[config.mk]
export PLATFORM = sky130hd
export DESIGN_NAME = ppg_sample_demux
export DESIGN_NICKNAME = d
export VERILOG_FILES = /design/src/rtl/ppg_pkg.sv /design/src/rtl/ppg_accumulator.sv /design/src/rtl/ppg_sample_demux.sv
export SDC_FILE = /design/constraint.sdc
export NUM_CORES = 1
export LEC_CHECK = 0
export ABC_CLOCK_PERIOD_IN_PS = 2400
export CORE_ASPECT_RATIO = 0.7
export CORE_UTILIZATION = 55
export CTS_CLUSTER_SIZE = 16
export DETAILED_ROUTE_END_ITERATION = 8
export GPL_ROUTABILITY_DRIVEN = 0
export GPL_TIMING_DRIVEN = 0
export MAX_ROUTING_LAYER = met4
export PLACE_DENSITY = 0.78
export SLEW_MARGIN = 20
export SYNTH_ARGS = -nofsm -noshare
export SYNTH_HDL_FRONTEND = slang
export SYNTH_SLANG_ARGS = --single-unit
[constraint.sdc]
create_clock -name CLK -period 2.4 [get_ports CLK]
set_input_delay 0.36 -clock CLK [delete_from_list [all_inputs] [get_ports CLK]]
set_output_delay 0.36 -clock CLK [all_outputs]
set_load 0.005 [all_outputs]
[src/rtl/ppg_pkg.sv]
// Purpose: shared types for the PPG sample demux (LED phase, FSM state, phase decode).
// Latency: n/a (types and a pure combinational helper only).
// Backpressure: n/a.
package ppg_pkg;

    // LED phase as seen on the LED_RED/LED_IR pair; encoding is {ir, red}
    typedef enum logic [1:0] {
        PH_NONE = 2'b00,
        PH_RED  = 2'b01,
        PH_IR   = 2'b10,
        PH_BOTH = 2'b11
    } phase_e;

    // demux controller states
    typedef enum logic [2:0] {
        ST_IDLE   = 3'd0,
        ST_SETTLE = 3'd1,
        ST_ACCUM  = 3'd2,
        ST_EMIT   = 3'd3,
        ST_HOLD   = 3'd4
    } state_e;

    // widest settle counter needed for SETTLE_CYC up to 255
    localparam int SETTLE_W = 8;

    // map the two LED enables onto a phase
    function automatic phase_e decode_phase(input logic led_red, input logic led_ir);
        phase_e ph;
        case ({led_ir, led_red})
            2'b01:   ph = PH_RED;
            2'b10:   ph = PH_IR;
            2'b11:   ph = PH_BOTH;
            default: ph = PH_NONE;
        endcase
        return ph;
    endfunction

endpackage

[src/rtl/ppg_accumulator.sv]
// Purpose: sums 2^AVG_LOG2 ADC samples and flags the sample that completes the window.
// Latency: sum visible one cycle after each add; done is combinational with the final add.
// Backpressure: none; clr has priority over add and discards any partial sum.
module ppg_accumulator #(
    parameter int ADC_W    = 8,
    parameter int AVG_LOG2 = 2
) (
    input  logic                      CLK,
    input  logic                      rst,
    input  logic                      clr,
    input  logic                      add,
    input  logic [ADC_W-1:0]          din,
    output logic [ADC_W+AVG_LOG2-1:0] acc,
    output logic                      done
);
    import ppg_pkg::*;

    localparam int ACC_W = ADC_W + AVG_LOG2;
    // one extra bit so the count still fits when AVG_LOG2 is 0
    localparam int CNT_W = AVG_LOG2 + 1;
    localparam logic [CNT_W-1:0] LAST_CNT = CNT_W'((1 << AVG_LOG2) - 1);

    logic [ACC_W-1:0] acc_q, acc_d;
    logic [CNT_W-1:0] cnt_q, cnt_d;

    // next sum/count: clear wins, otherwise add zero-extended sample
    always_comb begin
        acc_d = acc_q;
        cnt_d = cnt_q;
        if (clr) begin
            acc_d = '0;
            cnt_d = '0;
        end else if (add) begin
            acc_d = acc_q + ACC_W'(din);
            cnt_d = cnt_q + CNT_W'(1);
        end
    end

    // sum and sample-count registers
    always_ff @(posedge CLK) begin
        if (rst) begin
            acc_q <= '0;
            cnt_q <= '0;
        end else begin
            acc_q <= acc_d;
            cnt_q <= cnt_d;
        end
    end

    assign acc  = acc_q;
    // the add that brings the count to 2^AVG_LOG2 completes the window
    assign done = add && !clr && (cnt_q == LAST_CNT);

endmodule

[src/rtl/ppg_sample_demux.sv]
// Purpose: demux ADC samples into averaged RED/IR values, blanking LED settle time; optional PPG_CLIP_DETECT_EN adds a clip flag.
// Latency: with continuous ADC_Valid, strobe fires SETTLE_CYC + 2^AVG_LOG2 + 1 cycles after the phase starts.
// Backpressure: none; ADC_Valid outside the accumulate window is dropped, strobes are unconditional.
module ppg_sample_demux #(
    parameter int ADC_W      = 8,
    parameter int SETTLE_CYC = 4,
    parameter int AVG_LOG2   = 2
) (
    input  logic             CLK,
    input  logic             rst,
    input  logic             en,
    input  logic [ADC_W-1:0] ADC,
    input  logic             ADC_Valid,
    input  logic             LED_RED,
    input  logic             LED_IR,
    output logic [ADC_W-1:0] RED_ADC_Value,
    output logic [ADC_W-1:0] IR_ADC_Value,
    output logic             RED_Valid,
    output logic             IR_Valid,
    output logic             Phase_Err,
    output logic             Clip
);
    import ppg_pkg::*;

    localparam int ACC_W = ADC_W + AVG_LOG2;
    localparam logic [SETTLE_W-1:0] SETTLE_LOAD = SETTLE_W'(SETTLE_CYC - 1);

    state_e                state_q, state_d;
    phase_e                phase_q;
    phase_e                phase_d;
    phase_e                lat_q, lat_d;
    logic [SETTLE_W-1:0]   settle_q, settle_d;
    logic                  phase_chg;

    logic                  acc_clr;
    logic                  acc_add;
    logic                  acc_done;
    logic [ACC_W-1:0]      acc;
    logic [ADC_W-1:0]      avg;
    logic                  red_vld;
    logic                  ir_vld;
    logic [ADC_W-1:0]      red_q;
    logic [ADC_W-1:0]      ir_q;

    assign phase_d   = decode_phase(LED_RED, LED_IR);
    assign phase_chg = (phase_d != phase_q);
    // truncating divide by the window length
    assign avg       = ADC_W'(acc >> AVG_LOG2);

    ppg_accumulator #(
        .ADC_W    (ADC_W),
        .AVG_LOG2 (AVG_LOG2)
    ) u_acc (
        .CLK  (CLK),
        .rst  (rst),
        .clr  (acc_clr),
        .add  (acc_add),
        .din  (ADC),
        .acc  (acc),
        .done (acc_done)
    );

    // phase tracker: last cycle's decoded phase, used for change detection and Phase_Err
    always_ff @(posedge CLK) begin
        if (rst) begin
            phase_q <= PH_NONE;
        end else begin
            phase_q <= phase_d;
        end
    end

    // state register together with the latched window phase and settle countdown
    always_ff @(posedge CLK) begin
        if (rst) begin
            state_q  <= ST_IDLE;
            lat_q    <= PH_NONE;
            settle_q <= '0;
        end else begin
            state_q  <= state_d;
            lat_q    <= lat_d;
            settle_q <= settle_d;
        end
    end

    // next state: en low or BOTH abort everything; a phase change in any active state
    // either restarts the settle window (RED/IR) or drops back to IDLE (NONE)
    always_comb begin
        state_d  = state_q;
        lat_d    = lat_q;
        settle_d = settle_q;
        if (!en || phase_d == PH_BOTH) begin
            state_d = ST_IDLE;
        end else begin
            case (state_q)
                ST_IDLE: begin
                    if (phase_d == PH_RED || phase_d == PH_IR) begin
                        state_d  = ST_SETTLE;
                        lat_d    = phase_d;
                        settle_d = SETTLE_LOAD;
                    end
                end
                ST_SETTLE, ST_ACCUM, ST_EMIT, ST_HOLD: begin
                    if (phase_chg) begin
                        if (phase_d == PH_NONE) begin
                            state_d = ST_IDLE;
                        end else begin
                            state_d  = ST_SETTLE;
                            lat_d    = phase_d;
                            settle_d = SETTLE_LOAD;
                        end
                    end else begin
                        case (state_q)
                            ST_SETTLE: begin
                                if (settle_q == '0) begin
                                    state_d = ST_ACCUM;
                                end else begin
                                    settle_d = settle_q - SETTLE_W'(1);
                                end
                            end
                            ST_ACCUM: begin
                                if (acc_done) begin
                                    state_d = ST_EMIT;
                                end
                            end
                            ST_EMIT:  state_d = ST_HOLD;
                            default:  state_d = state_q;
                        endcase
                    end
                end
                default: state_d = ST_IDLE;
            endcase
        end
    end

    // outputs: accumulator control, EMIT strobes and the value bypass so the new
    // average is on the bus in the same cycle as its strobe
    always_comb begin
        acc_clr       = (state_q != ST_ACCUM);
        acc_add       = (state_q == ST_ACCUM) && en && ADC_Valid && !phase_chg;
        red_vld       = (state_q == ST_EMIT) && (lat_q == PH_RED);
        ir_vld        = (state_q == ST_EMIT) && (lat_q == PH_IR);
        RED_Valid     = red_vld;
        IR_Valid      = ir_vld;
        RED_ADC_Value = red_vld ? avg : red_q;
        IR_ADC_Value  = ir_vld  ? avg : ir_q;
        Phase_Err     = (phase_q == PH_BOTH);
    end

    // per-channel value registers, written only during EMIT
    always_ff @(posedge CLK) begin
        if (rst) begin
            red_q <= '0;
            ir_q  <= '0;
        end else begin
            if (red_vld) red_q <= avg;
            if (ir_vld)  ir_q  <= avg;
        end
    end

`ifdef PPG_CLIP_DETECT_EN
    logic clip_q, clip_d;

    // sticky rail-hit flag for the current window; cleared whenever not accumulating
    always_comb begin
        clip_d = clip_q;
        if (acc_clr) begin
            clip_d = 1'b0;
        end
        if (acc_add && (ADC == '0 || ADC == '1)) begin
            clip_d = 1'b1;
        end
    end

    // clip flag register
    always_ff @(posedge CLK) begin
        if (rst) begin
            clip_q <= 1'b0;
        end else begin
            clip_q <= clip_d;
        end
    end

    assign Clip = (state_q == ST_EMIT) && clip_q;
`else
    assign Clip = 1'b0;
`endif

endmodule

==> summary.md, run 1 <==
| Metric | Value |
|---|---|
| Drt wl/cell | `16.03 um` |
| Fill count | `~350` |
| CP Capture Type | `flip-flop` |
| Largest net degree at the start of global routing | `15` |
| Setup WS post-layout | `0.05122 ns` |
| Count leader, synth | `dfxtp_1` |
| CTS root buf | `clkbuf_8` |
| Power Dens Cells | `469.5 nW/um2` |
| DRT antenna net count | `0` |
| Clock power share | `around 40%` |
| Vias in the first global route | `2,092` |
| Total Wirelength | `6300 um` |
| Die area | `4978 um2` |
| RSZ-0062 raised after global routing | `no` |
| Worst R2R Setup Slack | `0.28 ns` |
| CTS HTree Levels | `2` |
| CP Max Fanout | `10` |
| Violated checks | `DRC` |
| Row Count | `20` |
| Gr usage total | `27.69%` |
| Pins Over Slew Limit | `0` |
| TritonCTS clock tree | `built` |
| Cts bufs inserted | `5` |
| Sink Count | `44` |
| Yosys top cell by area | `dfxtp_1` |
| Diode count | `0` |
| Power Total | `0.001528 W` |
| Worst EP arrival | `between 2 and 3 ns` |
| Area Overhead vs Synth | `26.02%` |
| Unique cell type count in the Yosys netlist | `between 50 and 60` |
| Hold-fix buffers, CTS | `0` |
| Clk slew on worst S/H paths | `0.08 ns` |
| Share of cells above drive strength 1 | `between 20% and 30%` |
| FF+latch count, synth | `44` |
| Synth Warn # | `0` |
| Hold Startpoint | `u_acc.acc[0]` |
| Cells after Synth | `282` |
| First-pass GRT wire length | `between 10,000 and 15,000 um` |
| DR iter-0 viols | `196` |
| Leak | `1.377 nW` |
| Netlist Area Pre-Place | `2582 um2` |
| Seq/Total Area, Yosys | `between 30% and 40%` |
| Boundary pin count | `34` |
| Mapped Nets | `314` |
| Ys flop type | `dfxtp_1` |
| Ys async rst share | `0%` |
| Setup Crit Path Kind | `input port to flip-flop` |
| CP Launch Type | `input port` |
| Sequential power share | `49.1%` |
| Status | `finished with violations` |
| R2R cell count | `8` |
| Hold/Removal Path Class | `flip-flop to flip-flop` |
| Core ar. | `between 4000 and 5000 um2` |
| Dpl ws | `-0.4742 ns` |
| First drt pass iteration count | `6` |
| # setup viols final | `0` |
| Number of max-cap violations | `0` |
| Slew HR | `44.97%` |
| Latest clock arrival within the worst-skew pair | `0.31 ns` |
| Logic pwr share | `10.9%` |
| Starting Density | `58.31%` |
| Post-synthesis area per instance | `9.158 um2` |
| Gr ovfl total | `0` |
| Multi-input logic area | `1612 um2` |
| Die width | `about 84 um` |
| Initial antenna violation count | `0` |
| Req. time, crit path | `2.63 ns` |
| Worst VDD drop | `about 0.00036 V` |
| Final net count | `369` |
| Worst slew pin tran | `0.8191 ns` |
| Via count | `about 2,300` |
| Buffers on Ports | `32` |
| DP HPWL | `4262 um` |
| Final Skew | `0.008716 ns` |
| Synth top area share | `between 30 and 40%` |
| Worst Hold End | `u_acc.acc[0]` |
| Peak Freq | `425.8 MHz` |
| Final Hold Fails | `0` |
| Dpl cell area | `2972 um2` |
| Design area | `around 3300 um2` |
| Psw | `0.0003699 W` |
| Fin crit period | `about 2.3 ns` |
| R2R Path End | `u_acc.acc[9]` |
| Flip-flop and latch area | `around 890 um2` |
| Max Root-Sink Buffers | `2` |
| Tcrit/Tclk final | `97.87%` |
| DRC | `4` |
| Via density per instance | `5.807` |
| Die height | `59.33 um` |
| Post-synth EDFFs | `0` |
| Synth top area cells | `dfxtp_1 34%, ha_1 8.2%, mux2_2 7.0%, and2_1 4.8%, a21oi_1 3.1%` |
| Hold path depth | `2` |
| Top post-synthesis cells by count | `44 x dfxtp_1, 20 x and2_1, 19 x nand2_1, 17 x ha_1` |
| Switching share of power | `24.21%` |
| P_int | `roughly 0.0012 W` |
| RR Startpoint | `state_q[1]` |
-- area by class of cell --
| type | count | share of cell area (%) |
|---|---|---|
| Sequential cell | 44 | 27.34 |
| Buffer | 13 | 3.191 |
| Timing Repair Buffer | 48 | 12.26 |
| Inverter | 16 | 1.845 |
| Tap cell | 55 | 2.115 |
| Clock inverter | 2 | 1.192 |
| Clock buffer | 6 | 2.537 |
| Multi-Input combinational cell | 209 | 49.52 |
-- repair_timing --
action / CTS / global route
gates cloned: 2 / 0
setup endpoints to repair: 36 / 21
resized for setup: 63 / 29
setup buffers: 15 / 1
pin swaps: 3 / 2
-- metrics by stage --
step	instances	hold WS [ns]	utilization, %	setup TNS [ns]
6_report	393	0.4615	73.47	0
3_3_place_gp	369	0.4479	67.09	-7.883
5_1_grt	393	0.4868	73.47	0
4_1_cts	394	0.4638	73.84	-0.1363
3_5_place_dp	369	0.4527	67.09	-8.850
2_1_floorplan	282	0.4400	-	0
-- logic make-up after synthesis --
family                   share of synthesized area, %
AND/OR/NAND/NOR                                 21.32
AO/OA/AOI/OAI                                   19.09
flip-flops                                      34.11
buffers and inverters                           5.717
multiplexers                                    8.915
adder cells (fa/ha/maj)                         9.012
XOR/XNOR                                        1.696
other                                          0.1452
-- critical path, cell delays in order --
cell and delay (ns):
dlygate4sd2_1 0.28, inv_1 0.09, ha_1 0.17, buf_6 0.14, o21ai_2 0.09, a2111o_1 0.44, or3_1 0.36, buf_6 0.17
a211oi_4 0.25, mux2i_1 0.22
-- metal layers --
layer	GRT usage, %	vias up	wire [um]
met1	39.95	1101	3278
met2	40.75	48	2693
met3	5.014	6	279
met4	5.665	0	48
met5	-	-	0
li1	-	1127	-
-- state kept, by name (all words and copies together), names as in the netlist --
signal,flops
ir_q,8
phase_q,2
u_acc.cnt_q,3
u_acc.acc,10
red_q,8
lat_q,2
state_q,3
settle_q,8
-- worst max path at each step --
| stage | from | endpoint | slack (ns) | depth (start not counted) |
|---|---|---|---|---|
| 2_1_floorplan | LED_RED | u_acc.acc[9] | 0.29 | 9 |
| 3_3_place_gp | LED_RED | u_acc.acc[3] | -0.44 | 10 |
| 3_5_place_dp | LED_RED | u_acc.acc[3] | -0.47 | 10 |
| 4_1_cts | state_q[2] | RED_ADC_Value[2] | -0.05 | 7 |
| 5_1_grt | LED_RED | u_acc.acc[9] | 0.002 | 10 |
| 6_report | LED_RED | u_acc.acc[9] | 0.05 | 10 |
-- power by group through the flow --
stage	sequential [W]	combinational, W	clock [W]
after floorplan	0.000765	0.000107	0
after global placement	0.000767	0.000156	0
after detailed placement	0.000768	0.000160	0
after CTS	0.000750	0.000162	0.000618
after global routing	0.000752	0.000182	0.000643
final	0.000751	0.000166	0.000611
-- cells in the final DEF (no fill, tap or decap), types with 8 or more instances in the layout --
cell type        instances
nand2_1                 19
inv_1                   16
dfxtp_1                 41
buf_6                   13
buf_4                   13
nor2_1                  14
clkdlybuf4s50_1         12
o21ai_0                  8
a21oi_1                 16
buf_2                    9
ha_1                    17
mux2_2                  10
and2_1                  20
Power figures use the tool's default switching activity.
==> run 2: changes to the inputs <==
--- a/config.mk
+++ b/config.mk
@@ -5,12 +5,12 @@
 export SDC_FILE = /design/constraint.sdc
 export NUM_CORES = 1
 export LEC_CHECK = 0
+export ABC_AREA = 1
 export ABC_CLOCK_PERIOD_IN_PS = 2400
 export CORE_ASPECT_RATIO = 0.7
 export CORE_UTILIZATION = 55
 export CTS_CLUSTER_SIZE = 16
 export DETAILED_ROUTE_END_ITERATION = 8
-export GPL_ROUTABILITY_DRIVEN = 0
 export GPL_TIMING_DRIVEN = 0
 export MAX_ROUTING_LAYER = met4
 export PLACE_DENSITY = 0.78
==> run 2 against run 1 <==
Net effect:
- the run still ends with DRC left
- via count increased by 8.0%
- clock power decreased by 1%
- sequential share of layout area increased by 0.12 points
- non-clock buffer count decreased by 14
- cell area decreased by 1.2%
- critical path depth decreased by 2
- global-route usage decreased by 1.3 points
- worst setup slack improved by 0.026 ns
- critical path type is now flip-flop to output port
- largest cell class unchanged
==> summary.md, run 2 <==
| Metric | Value |
|---|---|
| Status | `finished with violations` |
| Violated checks | `DRC` |
| Largest net degree at the start of global routing | `16` |
| Worst Hold End | `settle_q[2]` |
| Die area | `4987 um2` |
| Dpl ws | `-0.04571 ns` |
| Power Dens Cells | `between 400 and 500 nW/um2` |
| Clk slew on worst S/H paths | `0.09 ns` |
| CP Capture Type | `output port` |
| First drt pass iteration count | `7` |
| Ys async rst share | `0%` |
| DR iter-0 viols | `about 150` |
| Gr usage total | `26.37%` |
| Boundary pin count | `34` |
| Req. time, crit path | `2.04 ns` |
| Multi-input logic area | `1504 um2` |
| Final Hold Fails | `0` |
| Mapped Nets | `393` |
| Area Overhead vs Synth | `24.32%` |
| Share of cells above drive strength 1 | `between 10% and 20%` |
| Synth top area share | `34.04%` |
| Commonest non-fill, non-tap cell in the layout | `inv_1` |
| Flip-flop and latch area | `883.3 um2` |
| Final net count | `440` |
| Buffers on Ports | `31` |
| DRC | `5` |
| Slew HR | `65.34%` |
| Via density per instance | `5.310` |
| CP delay by family, top | `buffers and inverters` |
| # setup viols final | `0` |
| Vias in the first global route | `2,196` |
| Ys flop type | `dfxtp_1` |
| Post-synth EDFFs | `0` |
| Slowest-stage cell, CP | `clkdlybuf4s50_1` |
| Hold-fix buffers, CTS | `0` |
| TritonCTS clock tree | `built` |
| CP Launch Type | `flip-flop` |
| Drt wl/cell | `12.91 um` |
| Most frequent cells in the layout | `53 x inv_1, 46 x nand2_1, 44 x nor2_1, 42 x dfxtp_1, 26 x nand3_1` |
| Seq/Total Area, Yosys | `34.04%` |
| FF+latch count, synth | `44` |
| Hold Startpoint | `rst` |
| Synth top area cells | `dfxtp_1 34%, ha_1 8.2%, inv_1 7.7%, nand2_1 6.8%, nor2_1 6.4%` |
| GP Congestion | `0.9032` |
| DRT antenna net count | `0` |
| Final Skew | `0.01575 ns` |
| Worst VDD drop | `0.0003289 V` |
| Hold path depth | `2` |
| Netlist Area Pre-Place | `2587 um2` |
| Yosys top cell by area | `dfxtp_1` |
| Pins Over Slew Limit | `0` |
| Hold/Removal Path Class | `input port to flip-flop` |
| Leak | `between 1.5 and 2 nW` |
| Number of max-cap violations | `0` |
| Levels on crit path | `8` |
| Worst R2R Setup Slack | `roughly 0.69 ns` |
| Fin crit period | `2.323 ns` |
| Final hold slack | `roughly 0.45 ns` |
| Core ar. | `4429 um2` |
| Die height | `roughly 59 um` |
| Post-synthesis area per instance | `7.168 um2` |
| Gr ovfl total | `0` |
| Max stage delay on crit path | `0.50 ns` |
| Setup Crit Path Kind | `flip-flop to output port` |
| CP Max Fanout | `6` |
| Via count | `2,464` |
| CTS root buf | `clkbuf_8` |
| Initial antenna violation count | `0` |
| RR Startpoint | `state_q[1]` |
| Diode count | `0` |
| Row Count | `20` |
| R2R Path End | `settle_q[5]` |
| Crit. Startpoint | `state_q[2]` |
| First-pass GRT wire length | `10,010 um` |
| Max Root-Sink Buffers | `2` |
| Worst slew pin tran | `~0.52 ns` |
| DP HPWL | `4249 um` |
| Post-Place Cells | `~450` |
| Fill count | `344` |
| R2R cell count | `11` |
| Crit path buf inv count | `3` |
| Worst EP arrival | `about 2.0 ns` |
| Fin util | `72.63%` |
| Crit-path cells | `nor2_4 > nand2_4 > nor3_4 > buf_4 > or2_2 > o21ai_2 > inv_1 > clkdlybuf4s50_1` |
| Synth Warn # | `0` |
| Tcrit/Tclk final | `96.77%` |
| Peak Freq | `roughly 430 MHz` |
| Final std cells w/o fill | `464` |
| Max reg flops | `10` |
| Die width | `83.98 um` |
| Starting Density | `between 50% and 60%` |
| Sink Count | `44` |
| CTS HTree Levels | `2` |
| Cts bufs inserted | `5` |
| RSZ-0062 raised after global routing | `yes` |
| Latest clock arrival within the worst-skew pair | `0.31 ns` |
| Total Wirelength | `5992 um` |
| Unique cell type count in the Yosys netlist | `32` |
| Setup WS post-layout | `just under 0.08 ns` |
| Count leader, synth | `inv_1` |
| Top post-synthesis cells by count | `53 x inv_1, 47 x nand2_1, 44 x dfxtp_1, 44 x nor2_1, 26 x nand3_1` |
| Cells after Synth | `361` |
-- run 2: cell count changes in the layout (fill, tap and decap cells not counted), moves of 8 or more --
cell,previous run,this run
inv_1,16,53
nor2_1,14,44
nand2_1,19,46
nand3_1,5,26
and2_1,20,0
or2_2,1,15
buf_6,13,2
mux2_2,10,0
a21oi_1,16,25
buf_2,9,1
o21ai_0,8,16
o21ai_1,1,9
o21ai_2,1,9
-- run 2: kinds of logic (layout without fill, tap and decap cells) --
logic type	Yosys count	after routing	share of synthesized area (%)
xor+xnor	11	11	3.723
other cells	1	1	0.1449
fa+ha+maj	18	18	8.994
simple gates	160	160	30.75
flops	44	44	34.04
compound gates	63	63	12.62
buf+inv	64	112	9.719
-- run 2: cell type report --
type	count	share of cell area (%)
Buffer	7	1.089
Clock buffer	5	2.139
Clock inverter	3	1.439
Inverter	57	6.884
Multi-Input combinational cell	253	46.75
Sequential cell	44	27.46
Tap cell	55	2.139
Timing Repair Buffer	40	12.10
-- run 2: worst max-delay path by stage --
stage and endpoint:
2_1_floorplan RED_ADC_Value[0], 3_3_place_gp u_acc.cnt_q[1], 3_5_place_dp u_acc.acc[1], 4_1_cts IR_ADC_Value[6]
5_1_grt RED_ADC_Value[2], 6_report RED_ADC_Value[2]
-- run 2: routing by layer --
layer	global-route usage, %	vias to the layer above	routed length, um
li1	-	1251	-
met1	37.35	1138	3073
met2	38.41	67	2571
met3	5.292	8	281
met4	7.143	0	65
met5	-	-	0
-- run 2: power by group --
part	leakage (nW)	switching, W	internal (W)	total [W]
Sequential	0.357	0.00000997	0.000741	0.000751
Clock	0.0548	0.000290	0.000314	0.000604
Combinational	1.35	0.000140	0.0000855	0.000225
-- run 2: metrics by stage --
stage	setup TNS, ns	total power [W]	instance area (um2)
global route	-0.09524	0.001650	3217
CTS	0	0.001576	3154
floorplan	0	0.0009243	2587
finish	0	0.001581	3217
detailed placement	-0.09837	0.0009831	2967
global placement	-0.003515	0.0009803	2967
-- run 2: what timing repair did --
action | CTS | global route
cloned | 0 | 1
setup buffers | 8 | 0
resized for setup | 19 | 20
pin swaps | 3 | 4
endpoints found under the setup margin | 16 | 12
==> run 3: changes to the inputs <==
--- a/config.mk
+++ b/config.mk
@@ -8,12 +8,13 @@
 export ABC_AREA = 1
 export ABC_CLOCK_PERIOD_IN_PS = 2400
 export CORE_ASPECT_RATIO = 0.7
-export CORE_UTILIZATION = 55
+export CORE_UTILIZATION = 63
 export CTS_CLUSTER_SIZE = 16
 export DETAILED_ROUTE_END_ITERATION = 8
+export DONT_BUFFER_PORTS = 1
 export GPL_TIMING_DRIVEN = 0
 export MAX_ROUTING_LAYER = met4
-export PLACE_DENSITY = 0.78
+export PLACE_DENSITY = 0.77
 export SLEW_MARGIN = 20
 export SYNTH_ARGS = -nofsm -noshare
 export SYNTH_HDL_FRONTEND = slang
==> run 3 against run 2 <==
Net effect:
- the flow now finishes without violations
- sequential share of layout area up 4.2 points
- worst setup slack improved by 0.028 ns
- first-iteration DRC count decreased by 30%
- clock-buffer cell count stayed put
- flip-flop and latch count is the same
- via count is 8.6% lower
- utilization is 1.7 points lower
- worst hold slack worse by 0.14 ns
- total power shrank 3.3%
- fmax increased by 1.2%
- critical path type unchanged
- largest cell class unchanged
- largest power group unchanged
==> summary.md, run 3 (same netlist as run 2, synthesis figures left out) <==
| Metric | Value |
|---|---|
| DP HPWL | `around 4000 um` |
| Share of cells above drive strength 1 | `approximately an eighth` |
| CTS HTree Levels | `2` |
| Worst EP arrival | `1.93 ns` |
| Post-CTS Setup Bufs | `0` |
| Row Count | `19` |
| Multi-input logic area | `1468 um2` |
| Number of max-cap violations | `0` |
| Dpl ws | `between 0.4 and 0.5 ns` |
| Final net count | `401` |
| Setup Crit Path Kind | `flip-flop to output port` |
| Hold Startpoint | `en` |
| Most frequent cells in the layout | `53 x inv_1, 46 x nand2_1, 44 x nor2_1, 44 x dfxtp_1, 26 x nand3_1` |
| # setup viols final | `0` |
| Via count | `approximately 2,300` |
| Diode count | `0` |
| Commonest non-fill, non-tap cell in the layout | `inv_1` |
| Max Root-Sink Buffers | `2` |
| Vias in the first global route | `~1,900` |
| Max reg flops | `10` |
| Clk slew on worst S/H paths | `0.08 ns` |
| Worst slew pin tran | `0.5011 ns` |
| RSZ-0062 raised after global routing | `no` |
| Initial antenna violation count | `0` |
| CTS root buf | `clkbuf_8` |
| Crit. Startpoint | `state_q[1]` |
| Core ar. | `3923 um2` |
| R2R cell count | `7` |
| Fin crit period | `2.294 ns` |
| CP Launch Type | `flip-flop` |
| Pins Over Slew Limit | `0` |
| Worst R2R Setup Slack | `0.67 ns` |
| Via density per instance | `5.339` |
| CP Capture Type | `output port` |
| DRC | `0` |
| Cts bufs inserted | `5` |
| Largest net degree at the start of global routing | `16` |
| First-pass GRT wire length | `slightly above 9000 um` |
| Fill count | `329` |
| R2R Path End | `red_q[6]` |
| Gr ovfl total | `0` |
| Req. time, crit path | `2.04 ns` |
| Final Skew | `0.009321 ns` |
| Status | `complete, no violations` |
| Total negative slack | `0 ns` |
| GP Congestion | `0.9129` |
| Boundary pin count | `34` |
| CP Max Fanout | `8` |
| Hold/Removal Path Class | `input port to flip-flop` |
| Worst Hold End | `state_q[2]` |
| Area Overhead vs Synth | `7.447%` |
| DRT antenna net count | `0` |
| Worst VDD drop | `roughly 0.00042 V` |
| Die height | `55.62 um` |
| Dpl cell area | `~2700 um2` |
| Total Wirelength | `~5500 um` |
| Post-cts sizing count | `0` |
| Gr usage total | `28.04%` |
| Slew HR | `approximately 67%` |
| Setup WS post-layout | `0.1059 ns` |
| Peak Freq | `roughly 440 MHz` |
| Buffers on Ports | `0` |
| Design area | `2780 um2` |
| Leak | `1.454 nW` |
| Drt wl/cell | `12.99 um` |
| DR iter-0 viols | `~110` |
| Hold path depth | `4` |
| Starting Density | `65.96%` |
| Sink Count | `44` |
| First drt pass iteration count | `5` |
| Tcrit/Tclk final | `95.59%` |
| Power Dens Cells | `549.9 nW/um2` |
| Final Hold Fails | `0` |
| RR Startpoint | `state_q[1]` |
| Latest clock arrival within the worst-skew pair | `0.30 ns` |
| Die area | `4372 um2` |
| Hold-fix buffers, CTS | `0` |
| Die width | `78.60 um` |
| TritonCTS clock tree | `built` |
| Flip-flop and latch area | `880.8 um2` |
## run 3: changes by cell type in the layout (fill, tap and decap cells not counted), sizes merged
cell and delta:
clkdlybuf4s50 -19, buf -9, dlygate4sd2 -7, dlymetal6s2s -5, nor3 +1
## run 3: worst max path at each step
stage / endpoint / depth (start not counted)
after floorplan: RED_ADC_Value[0] / 7
after global placement: RED_ADC_Value[7] / 7
after detailed placement: RED_ADC_Value[6] / 7
after CTS: RED_ADC_Value[6] / 7
after global routing: RED_ADC_Value[5] / 7
final: RED_ADC_Value[7] / 7
## run 3: stage by stage
step                      cells  util, %  total power [W]  hold WS [ns]
after detailed placement    413    67.62        0.0009581        0.4820
final                       422    70.88         0.001529        0.3114
after global routing        422    70.88         0.001607        0.3320
after CTS                   421    70.56         0.001532        0.2994
after floorplan             361        -        0.0009243        0.4641
after global placement      413    67.62        0.0009558        0.4718
## run 3: routing by layer
layer / GRT usage (%) / wire [um]
met1: 43.36 / 2922
met2: 36.40 / 2218
met3: 5.082 / 309
met4: 8.466 / 32
met5: - / 0
## run 3: layout make-up
cell class / count / area share, %
Inverter: 57 / 7.786
Tap cell: 52 / 2.340
Sequential cell: 44 / 31.68
Clock inverter: 3 / 1.665
Clock buffer: 5 / 2.475
Buffer: 7 / 1.260
Multi-Input combinational cell: 254 / 52.79
## run 3: critical path, cell delays in order (launching register included)
cell	delay [ns]
dfxtp_1	0.41
inv_2	0.07
nor2_2	0.14
nand2_2	0.16
nor3_4	0.36
inv_2	0.15
o21ai_0	0.25
inv_1	0.10
## run 3: power breakdown
part / internal, W / leakage, nW / total (W) / switching [W]
Sequential: 0.000741 / 0.356 / 0.000752 / 0.0000107
Clock: 0.000314 / 0.0548 / 0.000582 / 0.000268
Combinational: 0.0000642 / 1.04 / 0.000195 / 0.000131
Total: 0.00112 / 1.45 / 0.00153 / 0.000410
